File: src/rtl/imem_loader.sv
// imem_loader: boot-time program loader for the instruction RAM.
// Takes a byte stream (2-byte little-endian word count, then the payload),
// packs little-endian 32-bit words and writes them from word 0 upward.
// The CPU is held in reset until the whole image has been written.
module imem_loader #(
    parameter int DATA_W = 32,
    parameter int ADDR_W = 32,
    parameter int DEPTH  = 256
) (
    input  logic              clk,
    input  logic              rst_n,
    input  logic              restart,
    input  logic [7:0]        in_data,
    input  logic              in_valid,
    output logic              in_ready,
    output logic              imem_wr_en,
    output logic [ADDR_W-1:0] imem_wr_addr,
    output logic [DATA_W-1:0] imem_wr_data,
    output logic              cpu_rst_n,
    output logic              load_err,
    output logic [15:0]       words_loaded
);

    typedef enum logic [2:0] {
        ST_LEN_LO = 3'd0,
        ST_LEN_HI = 3'd1,
        ST_LOAD   = 3'd2,
        ST_DONE   = 3'd3,
        ST_ERR    = 3'd4
    } state_t;

    localparam logic [15:0] DEPTH_L = 16'(DEPTH);

    state_t              state_q, state_d;
    logic [15:0]         len_q, len_d;
    logic [1:0]          byte_idx_q, byte_idx_d;
    logic [15:0]         word_idx_q, word_idx_d;
    logic [23:0]         buf_q, buf_d;          // lanes 0..2; lane 3 arrives with the write
    logic                wr_en_q, wr_en_d;
    logic [ADDR_W-1:0]   wr_addr_q, wr_addr_d;
    logic [DATA_W-1:0]   wr_data_q, wr_data_d;
    logic                cpu_rst_n_q, cpu_rst_n_d;
    logic                load_err_q, load_err_d;
    logic [15:0]         words_loaded_q, words_loaded_d;

    logic                in_ready_s;
    logic                xfer_s;
    logic [15:0]         hdr_len_s;
    logic                last_word_s;

    assign xfer_s      = in_valid & in_ready_s;
    assign hdr_len_s   = {in_data, len_q[7:0]};
    assign last_word_s = (word_idx_q == (len_q - 16'd1));

    // State register and datapath flops
    always_ff @(posedge clk or negedge rst_n) begin
        if (!rst_n) begin
            state_q        <= ST_LEN_LO;
            len_q          <= 16'd0;
            byte_idx_q     <= 2'd0;
            word_idx_q     <= 16'd0;
            buf_q          <= 24'd0;
            wr_en_q        <= 1'b0;
            wr_addr_q      <= '0;
            wr_data_q      <= '0;
            cpu_rst_n_q    <= 1'b0;
            load_err_q     <= 1'b0;
            words_loaded_q <= 16'd0;
        end else begin
            state_q        <= state_d;
            len_q          <= len_d;
            byte_idx_q     <= byte_idx_d;
            word_idx_q     <= word_idx_d;
            buf_q          <= buf_d;
            wr_en_q        <= wr_en_d;
            wr_addr_q      <= wr_addr_d;
            wr_data_q      <= wr_data_d;
            cpu_rst_n_q    <= cpu_rst_n_d;
            load_err_q     <= load_err_d;
            words_loaded_q <= words_loaded_d;
        end
    end

    // Next-state logic: header decode, end of image, restart override
    always_comb begin
        state_d = state_q;
        if (restart) begin
            state_d = ST_LEN_LO;
        end else begin
            case (state_q)
                ST_LEN_LO: begin
                    if (xfer_s) state_d = ST_LEN_HI;
                    else        state_d = state_q;
                end
                ST_LEN_HI: begin
                    if (!xfer_s)                   state_d = state_q;
                    else if (hdr_len_s == 16'd0)   state_d = ST_DONE;
                    else if (hdr_len_s > DEPTH_L)  state_d = ST_ERR;
                    else                           state_d = ST_LOAD;
                end
                ST_LOAD: begin
                    if (xfer_s && (byte_idx_q == 2'd3) && last_word_s) state_d = ST_DONE;
                    else                                                 state_d = state_q;
                end
                ST_DONE: state_d = ST_DONE;
                ST_ERR:  state_d = ST_ERR;
                default: state_d = ST_LEN_LO;
            endcase
        end
    end

    // Output decode: in_ready depends only on state, reset and restart
    always_comb begin
        in_ready_s = 1'b0;
        if (!rst_n || restart) begin
            in_ready_s = 1'b0;
        end else begin
            case (state_q)
                ST_LEN_LO, ST_LEN_HI, ST_LOAD: in_ready_s = 1'b1;
                default:                       in_ready_s = 1'b0;
            endcase
        end
    end

    // Datapath next values: header latch, word packing, write strobe, status
    always_comb begin
        len_d          = len_q;
        byte_idx_d     = byte_idx_q;
        word_idx_d     = word_idx_q;
        buf_d          = buf_q;
        wr_en_d        = 1'b0;                 // strobe lasts exactly one cycle
        wr_addr_d      = wr_addr_q;
        wr_data_d      = wr_data_q;
        cpu_rst_n_d    = (state_q == ST_DONE); // rises the edge after reaching DONE
        load_err_d     = load_err_q;
        words_loaded_d = words_loaded_q;
        if (restart) begin
            byte_idx_d     = 2'd0;
            word_idx_d     = 16'd0;
            words_loaded_d = 16'd0;
            load_err_d     = 1'b0;
            cpu_rst_n_d    = 1'b0;
        end else begin
            case (state_q)
                ST_LEN_LO: begin
                    if (xfer_s) len_d[7:0] = in_data;
                    else        len_d      = len_q;
                end
                ST_LEN_HI: begin
                    if (xfer_s) begin
                        len_d      = hdr_len_s;
                        byte_idx_d = 2'd0;
                        word_idx_d = 16'd0;
                        if (hdr_len_s > DEPTH_L) load_err_d = 1'b1;
                        else                     load_err_d = load_err_q;
                    end else begin
                        len_d = len_q;
                    end
                end
                ST_LOAD: begin
                    if (xfer_s) begin
                        byte_idx_d = byte_idx_q + 2'd1;
                        case (byte_idx_q)
                            2'd0: buf_d[7:0]   = in_data;
                            2'd1: buf_d[15:8]  = in_data;
                            2'd2: buf_d[23:16] = in_data;
                            default: begin
                                wr_en_d        = 1'b1;
                                wr_addr_d      = ADDR_W'({word_idx_q, 2'b00});
                                wr_data_d      = DATA_W'({in_data, buf_q});
                                words_loaded_d = words_loaded_q + 16'd1;
                                // Hold on the last word so the index stays below DEPTH
                                if (!last_word_s) word_idx_d = word_idx_q + 16'd1;
                                else              word_idx_d = word_idx_q;
                            end
                        endcase
                    end else begin
                        byte_idx_d = byte_idx_q;
                    end
                end
                default: begin
                    len_d = len_q;
                end
            endcase
        end
    end

    assign in_ready     = in_ready_s;
    assign imem_wr_en   = wr_en_q;
    assign imem_wr_addr = wr_addr_q;
    assign imem_wr_data = wr_data_q;
    assign cpu_rst_n    = cpu_rst_n_q;
    assign load_err     = load_err_q;
    assign words_loaded = words_loaded_q;

endmodule

File: config.mk
export PLATFORM = sky130hd
export DESIGN_NAME = imem_loader
export DESIGN_NICKNAME = d
export VERILOG_FILES = /design/src/rtl/imem_loader.sv
export SDC_FILE = /design/constraint.sdc
export NUM_CORES = 1
export LEC_CHECK = 0
export ABC_AREA = 1
export BUFFER_PORTS_ARGS = -buffer_cell sky130_fd_sc_hd__clkbuf_2
export CAP_MARGIN = 25
export CORE_AREA = 2 2 118 120
export CTS_CLUSTER_DIAMETER = 60
export CTS_CLUSTER_SIZE = 16
export DETAILED_ROUTE_END_ITERATION = 10
export DIE_AREA = 0 0 120 122
export PLACE_DENSITY = 0.72
export SYNTH_ARGS = -nofsm -noshare
export SYNTH_HDL_FRONTEND = slang
export SYNTH_SLANG_ARGS = --single-unit
File: constraint.sdc
create_clock -name clk -period 2.1 [get_ports clk]
set_input_delay 0.21 -clock clk [delete_from_list [all_inputs] [get_ports clk]]
set_output_delay 0.21 -clock clk [all_outputs]
set_load 0.05 [all_outputs]
# Yosys cells after proc, flatten, opt, wreduce, memory -nomap -nowiden
# Index checks and enable logic that the tools add are counted.
[totals] ff_bits=128 inputBits=12 output_inout_bits=84 elab_cells=99
[classes] addsub=4 n_lt_le_gt_ge=1 eq_ne=15 muxes=35 bitwise_logic=5 reduce_logical=25
[op_table] op="16-bit two-way mux" n=10
[op_table] op="16-bit one-hot mux with 2 select lines" n=2
[op_table] op="16-bit by 1-bit adder with 16-bit output (second input constant)" n=2
[op_table] op="4-bit AND reduction" n=6
[op_table] op="3-bit two-way mux" n=6
[op_table] op="3-bit != test (second input constant)" n=6
[op_table] op="16-bit == test" n=1
[op_table] op="16-bit by 9-bit greater-than comparator with 1-bit output (second input constant)" n=1
[op_table] op="16-bit zero test" n=1
[op_table] op="16-bit by 1-bit subtractor with 16-bit output (second input constant)" n=1
[op_table] op="3-bit one-hot mux with 5 select lines" n=1
[op_table] op="3-bit AND reduction" n=4
[op_table] op="1-bit two-way mux" n=11
[op_table] op="8-bit two-way mux" n=1
[op_table] op="2-bit nonzero test" n=4
[op_table] op="3-bit by 2-bit == test with 1-bit output (second input constant)" n=2
[op_table] op="2-bit two-way mux" n=3
[op_table] op="3-bit OR reduction" n=2
[op_table] op="5-bit AND reduction" n=1
[op_table] op="2-bit == test (second input constant)" n=2
[op_table] op="1-bit NOT" n=4
[op_table] op="2-bit one-hot mux with 2 select lines" n=1
[op_table] op="3-bit by 1-bit == test with 1-bit output (second input constant)" n=1
[op_table] op="3-bit == test (second input constant)" n=1
[op_table] op="other kinds (10)" n=11

# Depth between registers and ports, before layout
# Gate-level depths: netlist of the first run.
[depth] ltp_word=10 ltp_mapped=17 mapped_depth_nobuf=16

# Worst setup path before layout of the first run
# No wires, ideal clock.
[synth_timing] kind="register to register" start="register words_loaded_q[0] (netlist: words_loaded[0])" end="register words_loaded_q[12] (netlist: words_loaded[12])" setup_ns=0.123 t_arrival_ns=2.092 required_time_ns=1.977 path_slack_ns=-0.115 path_stages_with_launch=11 n_path_buf=0 path_cell_list="dfrtp_1 ha_1 nand3_1 nor2_1 nand2_1 nor2_1 nand3_1 nor3_1 nand3_1 o21ai_0 a21oi_1"
[synth_via] elab_chain_len=5
[synth_rtl] element="start, declared" line="44" rtl="logic [15:0] words_loaded_q, words_loaded_d;"
[synth_rtl] element="start signal, assigned" line="80" rtl="words_loaded_q <= words_loaded_d;"
[synth_rtl] element="16-bit by 1-bit adder with 16-bit output" line="171" rtl="words_loaded_d = words_loaded_q + 16'd1;"
[synth_rtl] element="16-bit two-way mux" line="163" rtl="case (byte_idx_q)"
[synth_rtl] element="16-bit two-way mux" line="161" rtl="if (xfer_s) begin"
[synth_rtl] element="16-bit two-way mux" line="144" rtl="case (state_q)"
[synth_rtl] element="16-bit two-way mux" line="137" rtl="if (restart) begin"
# No other way between the ends. The select of a mux whose other input is x is not followed.
# A chain may end at the register's enable or synchronous reset.

# Final worst setup path of the first run
[layout_timing] start="register len_q[0]" end="register word_idx_q[12]"
[layout_via] elab_chain_len=4
[layout_rtl] element="start, declared" line="35" rtl="logic [15:0] len_q, len_d;"
[layout_rtl] element="start signal, assigned" line="71" rtl="len_q <= len_d;"
[layout_rtl] element="16-bit by 1-bit subtractor with 16-bit output" line="53" rtl="assign last_word_s = (word_idx_q == (len_q - 16'd1));"
[layout_rtl] element="16-bit == test" line="53"
[layout_rtl] element="3-bit != test (no source line)"
[layout_rtl] element="5-bit AND reduction (no source line)"
[layout_rtl] element="end signal, assigned" line="73" rtl="word_idx_q <= word_idx_d;"
[layout_rtl] element="end, declared" line="37" rtl="logic [15:0] word_idx_q, word_idx_d;"
# No other way between the ends.

==> results.txt, run 1 <==
----------------------------------------------------
[Setup path]
  Critical path class ... flop to flop
  Library cell contributing the largest single delay on the critical path ... dfrtp_1
  Delay of the slowest cell on the worst path ... around 0.4 ns
  Most common cell type on the critical path ... nand2_1
  Worst reg2reg path depth ... 16
  Kind of end point of the critical path ... flop
  CP Data Required Time ... approximately 2.4 ns
  Number of buffer and inverter instances along the worst setup path ... 2
  Category of the worst setup path launch point ... flop
  CP delay by family, top ... simple AND/OR/NAND/NOR gates
  Number of cells on the critical path ... 16
  Crit path max fanout ... 8
  Cell-by-cell listing of the critical path ... inv_2 > ha_4 > nand2_1 > inv_1 > nor2_1 > nand2_1 > nor2_1 > nand2_1 > nor2_2 > nand3_2 > nor2_4 > nand3_2 > nand2_4 > nand2_8 > nand2_1 > nand2_1
  Arrival time of the worst setup path ... 2.41 ns

[Synth]
  Largest family of logic cells by synthesized area ... simple AND/OR/NAND/NOR gates
  Yosys reg bits ... 128
  Compound-Gate Fraction of Synth Area ... 8.86%
  Synth area leaders ... dfrtp_1, nand2_1, o21ai_0
  Synth unique cells ... 34
  Synthesized area per cell ... 7.97 sq um
  Top cell type by total area after synthesis ... dfrtp_1
  Sequential share of the synthesized area ... 49.7%
  Xor and xnor area share after synthesis ... roughly 3.9%
  Share of synthesized area spent on multiplexers ... 0%
  Total of warnings raised by yosys ... 0
  Post-Syn Instances ... a little over 800
  Area share of the largest cell type after synthesis ... 49.7%
  Synthesized-area fraction occupied by adder cells ... 1.55%
  Area share of and/or/nand/nor cells after synthesis ... 26.1%
  Post-synthesis instance area ... 6440 sq um

[Clock tree]
  Buffer type at the clock tree root ... clkbuf_16
  Later-pin clock latency in the skew report ... 0.42 ns
  Clock tree from TritonCTS ... yes
  Clock transition at the registers of the reported paths ... 0.06 ns
  Maximum buffer depth of the clock tree ... 2
  Clock sink count ... 128
  H-Tree Depth ... 4
  CTS Buf Count ... 17

[Floorplan]
  Number of top-level pins ... 96
  Area of the die ... between 10,000 and 15,000 sq um
  Cell Rows ... 43
  Width of the chip ... 120 microns
  Initial Util ... 47.7%
  Placeable Area ... between 10,000 and 15,000 sq um
  Height of the chip ... 122 microns

[Placed design]
  GP Congestion ... 0.911
  Post-Place Cell Area ... roughly 7000 sq um
  Buffers on Ports ... 79
  Pre-CTS setup slack ... -0.0172 ns
  Half-perimeter wire length after detailed placement ... 10,600 microns

[Timing]
  Count of endpoints failing hold in the final timing report ... 0
  Largest clock skew in the final design ... between 0.009 and 0.01 ns
  Number of setup violations in the final report ... 1
  Share of the clock period used by the worst path ... 101%
  Least-Margin Pin Slew ... 0.679 ns
  Achievable clock frequency ... 472 MHz
  Post-layout worst setup margin ... -0.0203 ns
  Setup repair after global routing missed its margin ... true
  Clock period minus final worst setup slack ... ~2.1 ns
  Slew Limit Headroom ... 54.7%
  Final hold slack ... 0.102 ns
  Max-slew violation count ... 0
  Aggregate negative setup slack ... -0.0203 ns

[Route]
  Post-route DRC violation count ... 0
  First-pass DRT Iterations ... 5
  Mean routed wirelength per cell ... between 10 and 15 microns
  Total Wirelength ... 15,600 microns
  Number of antenna-violating nets in the routed design ... 0
  1st-iter DRT viols ... 419
  Number of vias after detailed routing ... 5,510
  Vias per cell ... 5.03

[Global route]
  Number of global-route vias before repair ... 5,189
  First-pass GRT wire length ... 25,200 microns
  Residual overflow from global routing ... 0
  GRT Resource Usage Total ... 22.0%
  Number of antenna violations at the first check in global routing ... 0
  Largest net degree at the start of global routing ... 129

[Power and ir drop]
  Internal Pwr Total ... around 4600 uW
  Clock network power share ... between 40% and 50%
  Portion of total power attributed to combinational logic ... 15.0%
  Total leakage power ... 0.00387 uW
  Net switching power of the design ... 1930 uW
  Worst vdd rail ir drop ... around 0.53 mV
  Fraction of power spent switching nets ... 29.6%
  PD cells ... 837 nW/um^2
  Seq pwr share ... 42.9%
  Total power consumption of the routed design ... 6520 uW

[Min path]
  WHS Path Cells ... 4
  Min-Delay Path Class ... input pin to flop

[Finish]
  Post-route design area ... ~8000 sq um
  Ant. Diodes ... 0
  Layout cells sized above 1 ... 20.1%
  Number of nets in the layout ... 923
  Growth of design area from synthesis to finish ... 20.9%

[Outcome]
  Violated checks ... negative setup slack
  Result of the run ... complete, but fails checks

[Run]
  Maxcap violations ... 0

----------------------------------------------------
cells in the mapped netlist:
library cell  count
a22o_1            1
nand2_4           4
a21oi_1          14
buf_2             4
conb_1            1
nand4_1           8
clkbuf_1         16
nor2_1           67
ha_1              8
nand2_2           4
or2_2             2
nand3b_1          1
a211oi_1          1
xor2_1           23
xnor2_1           6
and3_4            1
nor4_1            8
o21a_1            1
nand2_1         213
o21ai_0          86
nand3_1          54
nor3_2            2
inv_2             5
nor2_2            3
inv_1            97
clkbuf_2          1
buf_4            20
nor3_1           19
o21bai_1          1
buf_6             1
a21boi_0          1
nor2_4            2
o22ai_1           5
dfrtp_1         128
repair_timing:
item	in CTS	in global routing
hold buffers	1	0
gates resized for setup	2	35
setup buffers	0	1
cloned	0	1
pin swaps	0	21
endpoints found under the setup margin	16	38
hold endpoints to repair	128	0
cell type report:
class                   count  area [sq um]
flip-flops and latches    128          3210
fillers                  1194          5720
clock buffers              20           447
inverters                 102           383
repair buffers            102           597
multi-input cells         552          2820
clock inverters            12           110
well taps                 180           225
metrics by stage:
stage,cells,utilization (%)
3_5_place_dp,1061,52.2
2_1_floorplan,823,-
4_1_cts,1094,56.4
3_3_place_gp,1061,52.2
5_1_grt,1096,57.7
6_report,1096,57.7
registers in the layout, indices dropped and copies added (netlist names):
register / count
imem_wr_en: 1
imem_wr_addr: 16
load_err: 1
imem_wr_data: 32
words_loaded: 16
cpu_rst_n: 1
word_idx_q: 16
buf_q: 24
state_q: 3
byte_idx_q: 2
len_q: 16
layout by cell type (no fill, tap or decap), types with 14 or more instances in the layout:
cell,netlist,final
nor2_1,67,59
clkbuf_16,0,17
conb_1,1,16
nand3_1,54,43
nand2_1,213,209
nor3_1,19,17
clkbuf_2,1,78
inv_1,97,96
o21ai_0,86,86
buf_4,20,20
a21oi_1,14,14
xor2_1,23,23
dfrtp_1,128,126
worst reg2reg max path: cells and delay by family, from the launching register on:
kind / cells / cell delay (ns)
adder cells (fa/ha/maj): 1 / 0.20
flip-flops: 1 / 0.40
AND/OR/NAND/NOR: 13 / 1.27
buffers and inverters: 2 / 0.13
power groups by stage:
stage,combinational (uW),clock [uW],sequential (uW)
after floorplan,685,0,2800
after global placement,902,0,2830
after detailed placement,909,0,2830
after CTS,920,2800,2790
after global routing,1120,2910,2820
final,977,2750,2800
worst paths after layout:
| path | from | end | slack (ns) |
|---|---|---|---|
| setup / recovery | len_q[0] | word_idx_q[12] | -0.02 |
| hold / removal | restart | cpu_rst_n | 0.10 |
| setup reg to reg | len_q[0] | word_idx_q[12] | -0.02 |
| hold reg to reg | imem_wr_data[13] | imem_wr_data[13] | 0.48 |
| max in group asynchronous | rst_n | words_loaded[0] | 1.11 |
| min in group asynchronous | rst_n | cpu_rst_n | 0.44 |
cell families (layout without fill, tap and decap cells):
family | after synthesis | count (layout)
AND/OR/NAND/NOR | 388 | 389
buffers and inverters | 144 | 236
flip-flops | 128 | 128
AO/OA/AOI/OAI | 110 | 110
XOR/XNOR | 29 | 29
adder cells (fa/ha/maj) | 8 | 8
other | 1 | 16
metal layers:
metal,routed length (microns),part of all wire [%],up-vias,track usage [%]
met1,7060,45,2596,29.1
met3,923,5.9,28,6.23
met4,306,2.0,0,8.68
li1,-,-,2722,-
met5,0,0,-,0
met2,7280,47,164,34.2
No activity file was read; power rests on OpenSTA's default activity.
==> inputs of run 2 (changes only) <==
--- a/config.mk
+++ b/config.mk
@@ -8,12 +8,14 @@
 export ABC_AREA = 1
 export BUFFER_PORTS_ARGS = -buffer_cell sky130_fd_sc_hd__clkbuf_2
 export CAP_MARGIN = 25
-export CORE_AREA = 2 2 118 120
+export CELL_PAD_IN_SITES_DETAIL_PLACEMENT = 2
+export CELL_PAD_IN_SITES_GLOBAL_PLACEMENT = 2
+export CORE_AREA = 2 2 150 152
 export CTS_CLUSTER_DIAMETER = 60
 export CTS_CLUSTER_SIZE = 16
 export DETAILED_ROUTE_END_ITERATION = 10
-export DIE_AREA = 0 0 120 122
-export PLACE_DENSITY = 0.72
+export DIE_AREA = 0 0 152 154
+export PLACE_DENSITY_LB_ADDON = 0.1
 export SYNTH_ARGS = -nofsm -noshare
 export SYNTH_HDL_FRONTEND = slang
 export SYNTH_SLANG_ARGS = --single-unit
==> run 2 against run 1 <==
  * Final area up 5.0%
  * Register-to-register slack better by 0.04 ns
  * Non-clock buffer count up 22
  * Global-route usage down 2.6 points
  * The flow now finishes without violations
  * Power up 9.8%
  * Largest power group is now clock
  * Count of clock-buffer cells in the layout down 2
==> results.txt, run 2 (same netlist as run 1, synthesis figures left out) <==
----------------------------------------------------
[Outcome]
  Result of the run ... finished, final reports clean (was complete, but fails checks)

[Finish]
  Filler Cells Inserted ... 2,502 (was 1,194)
  Final core utilization ... 37.7% (was 57.7%)
  Multi-input gate area ... 2850 sq um (was 2820 sq um)
  Commonest cells after routing, fill and taps aside ... nand2_1, dfrtp_1, inv_1 (unchanged)
  Register Area ... 3210 sq um (about the same)
  Largest register FFs ... 32 (unchanged)
  Number of nets in the layout ... 945 (was 923)
  Growth of design area from synthesis to finish ... 27.0% (was 20.9%)
  Most common cell after layout, fill and taps aside ... nand2_1 (unchanged)
  Ant. Diodes ... 0 (unchanged)
  Non-Filler Instances ... 1,218 (was 1,096)
  Layout cells sized above 1 ... 22.9% (was 20.1%)
  Post-route design area ... 8180 sq um (was 7790 sq um)

[Route]
  1st-iter DRT viols ... 213 (was 419)
  Number of vias after detailed routing ... 5,754 (was 5,510)
  Vias per cell ... 4.72 (was 5.03)
  First-pass DRT Iterations ... 4 (was 5)
  Total Wirelength ... 21,900 microns (was 15,600 microns)
  Mean routed wirelength per cell ... 17.9 microns (was 14.2 microns)
  Post-route DRC violation count ... 0 (unchanged)
  Number of antenna-violating nets in the routed design ... 0 (unchanged)

[Floorplan]
  Height of the chip ... 154 microns (was 122 microns)
  Placeable Area ... 21,700 sq um (was 13,500 sq um)
  Initial Util ... 29.7% (was 47.7%)
  Number of top-level pins ... 96 (unchanged)
  Cell Rows ... 54 (was 43)
  Area of the die ... 23,400 sq um (was 14,600 sq um)
  Width of the chip ... 152 microns (was 120 microns)

[Timing]
  Achievable clock frequency ... 480 MHz (was 472 MHz)
  Number of setup violations in the final report ... 0 (was 1)
  Share of the clock period used by the worst path ... 99.2% (was 101%)
  Largest clock skew in the final design ... 0.00841 ns (was 0.00967 ns)
  Clock period minus final worst setup slack ... 2.08 ns (was 2.12 ns)
  Count of endpoints failing hold in the final timing report ... 0 (unchanged)
  Setup repair after global routing missed its margin ... true (unchanged)
  Aggregate negative setup slack ... 0 ns (was -0.0203 ns)
  Slew Limit Headroom ... 49.7% (was 54.7%)
  Max-slew violation count ... 0 (unchanged)
  Least-Margin Pin Slew ... 0.755 ns (was 0.679 ns)

[Global route]
  First-pass GRT wire length ... 35,800 microns (was 25,200 microns)
  GRT Resource Usage Total ... 19.4% (was 22.0%)
  Number of global-route vias before repair ... 6,579 (was 5,189)
  Residual overflow from global routing ... 0 (unchanged)
  Largest net degree at the start of global routing ... 129 (unchanged)
  Number of antenna violations at the first check in global routing ... 0 (unchanged)

[Setup path]
  Worst R2R Start ... len_q[1] (was len_q[0])
  Crit path max fanout ... 8 (unchanged)
  CP Data Required Time ... 2.46 ns (was 2.39 ns)
  Capture instance of the worst register-to-register path ... word_idx_q[14] (was word_idx_q[12])
  Worst reg2reg path depth ... 16 (unchanged)
  Reg2Reg Setup Slack ... 0.02 ns (was -0.02 ns)
  Category of the worst setup path launch point ... flop (unchanged)
  Arrival time of the worst setup path ... 2.44 ns (was 2.41 ns)
  Critical path class ... flop to flop (unchanged)
  Kind of end point of the critical path ... flop (unchanged)

[Min path]
  Min-Delay Path Class ... input pin to flop (unchanged)
  Endpoint with the worst hold slack ... cpu_rst_n (unchanged)
  WHS Path Cells ... 4 (unchanged)
  Hold path startpoint ... restart (unchanged)

[Placed design]
  Half-perimeter wire length after detailed placement ... 15,800 microns (was 10,600 microns)
  Post-Place Cell Area ... 7310 sq um (was 7050 sq um)
  Buffers on Ports ... 79 (unchanged)
  GP Congestion ... 0.825 (was 0.911)
  Number of cells after detailed placement ... 1,179 (was 1,061)

[Power and ir drop]
  Fraction of power spent switching nets ... 31.1% (was 29.6%)
  PD cells ... 875 nW/um^2 (was 837 nW/um^2)
  Internal Pwr Total ... 4930 uW (was 4590 uW)
  Total leakage power ... 0.00403 uW (was 0.00387 uW)
  Total power consumption of the routed design ... 7160 uW (was 6520 uW)
  Clock network power share ... 44.6% (was 42.1%)
  Seq pwr share ... 39.1% (was 42.9%)
  Worst vdd rail ir drop ... 0.556 mV (was 0.530 mV)
  Portion of total power attributed to combinational logic ... 16.3% (was 15.0%)
  Net switching power of the design ... 2230 uW (was 1930 uW)

[Clock tree]
  Later-pin clock latency in the skew report ... 0.42 ns (about the same)
  H-Tree Depth ... 4 (unchanged)
  Clock transition at the registers of the reported paths ... 0.06 ns (about the same)
  Clock sink count ... 128 (unchanged)
  CTS Buf Count ... 17 (unchanged)
  Maximum buffer depth of the clock tree ... 2 (unchanged)
  Clock tree from TritonCTS ... yes (unchanged)
  Buffer type at the clock tree root ... clkbuf_16 (unchanged)

[Run]
  Maxcap violations ... 0 (unchanged)

----------------------------------------------------
==> run 2: cell count changes in the layout (fill, tap and decap cells not counted), sizes merged <==
cell      change
buf          +22
inv           +6
clkinv        -5
bufinv        +2
clkbuf        -2
clkinvlp      -1
==> run 2: metal layers <==
metal	routed length, microns	track usage (%)
met1	10000	24.9
met2	10900	34.0
met3	706	3.33
met4	232	4.85
met5	0	0
==> run 2: timing repair <==
item	in CTS	in global routing
resized for setup	12	38
pin swaps	9	19
setup endpoints to repair	19	27
setup buffers	1	4
hold buffers	1	0
cloned	1	0
endpoints found under the hold margin	13	0
==> run 2: power groups by stage <==
stage               Combinational [uW]  Clock, uW  Sequential (uW)
finish                            1170       3190             2800
global route                      1330       3360             2830
CTS                               1130       3260             2790
detailed placement                1070          0             2830
global placement                  1030          0             2830
floorplan                          685          0             2800
==> run 2: final cells by class <==
class                      instances  area share, %
clock buffer                      18           5.25
clock inverter                    14           2.34
inverter                         102           4.68
multi-input combinational        552           34.9
sequential                       128           39.2
tap                              280           4.28
timing repair buffer             124           9.36
==> run 2: worst max path at each step <==
stage	start	end	cells past startpoint
floorplan	words_loaded[0]	words_loaded[12]	10
global placement	len_q[1]	word_idx_q[0]	15
detailed placement	len_q[1]	word_idx_q[8]	15
CTS	len_q[0]	word_idx_q[3]	16
global route	len_q[1]	word_idx_q[0]	16
finish	len_q[1]	word_idx_q[14]	16
==> run 2: critical path, cell delays in order, from the launching register on <==
cell and delay [ns]:
dfrtp_1 0.39, inv_2 0.07, buf_4 0.13, buf_4 0.12
buf_4 0.12, nand2_1 0.06, nor2_1 0.05, nand3_1 0.08
nand3_1 0.08, nor2_1 0.10, nand3_1 0.09, nor2_2 0.12
nand3_2 0.10, nand2_4 0.17, buf_6 0.16, nand3_1 0.08
nand2_1 0.08
==> run 2: per-stage QoR <==
step	worst slack (ns)	hold WS, ns
2_1_floorplan	0.0489	-0.0856
3_3_place_gp	-0.0604	0.442
3_5_place_dp	-0.157	0.446
4_1_cts	-0.0272	0.113
5_1_grt	-0.169	0.130
6_report	0.0177	0.116
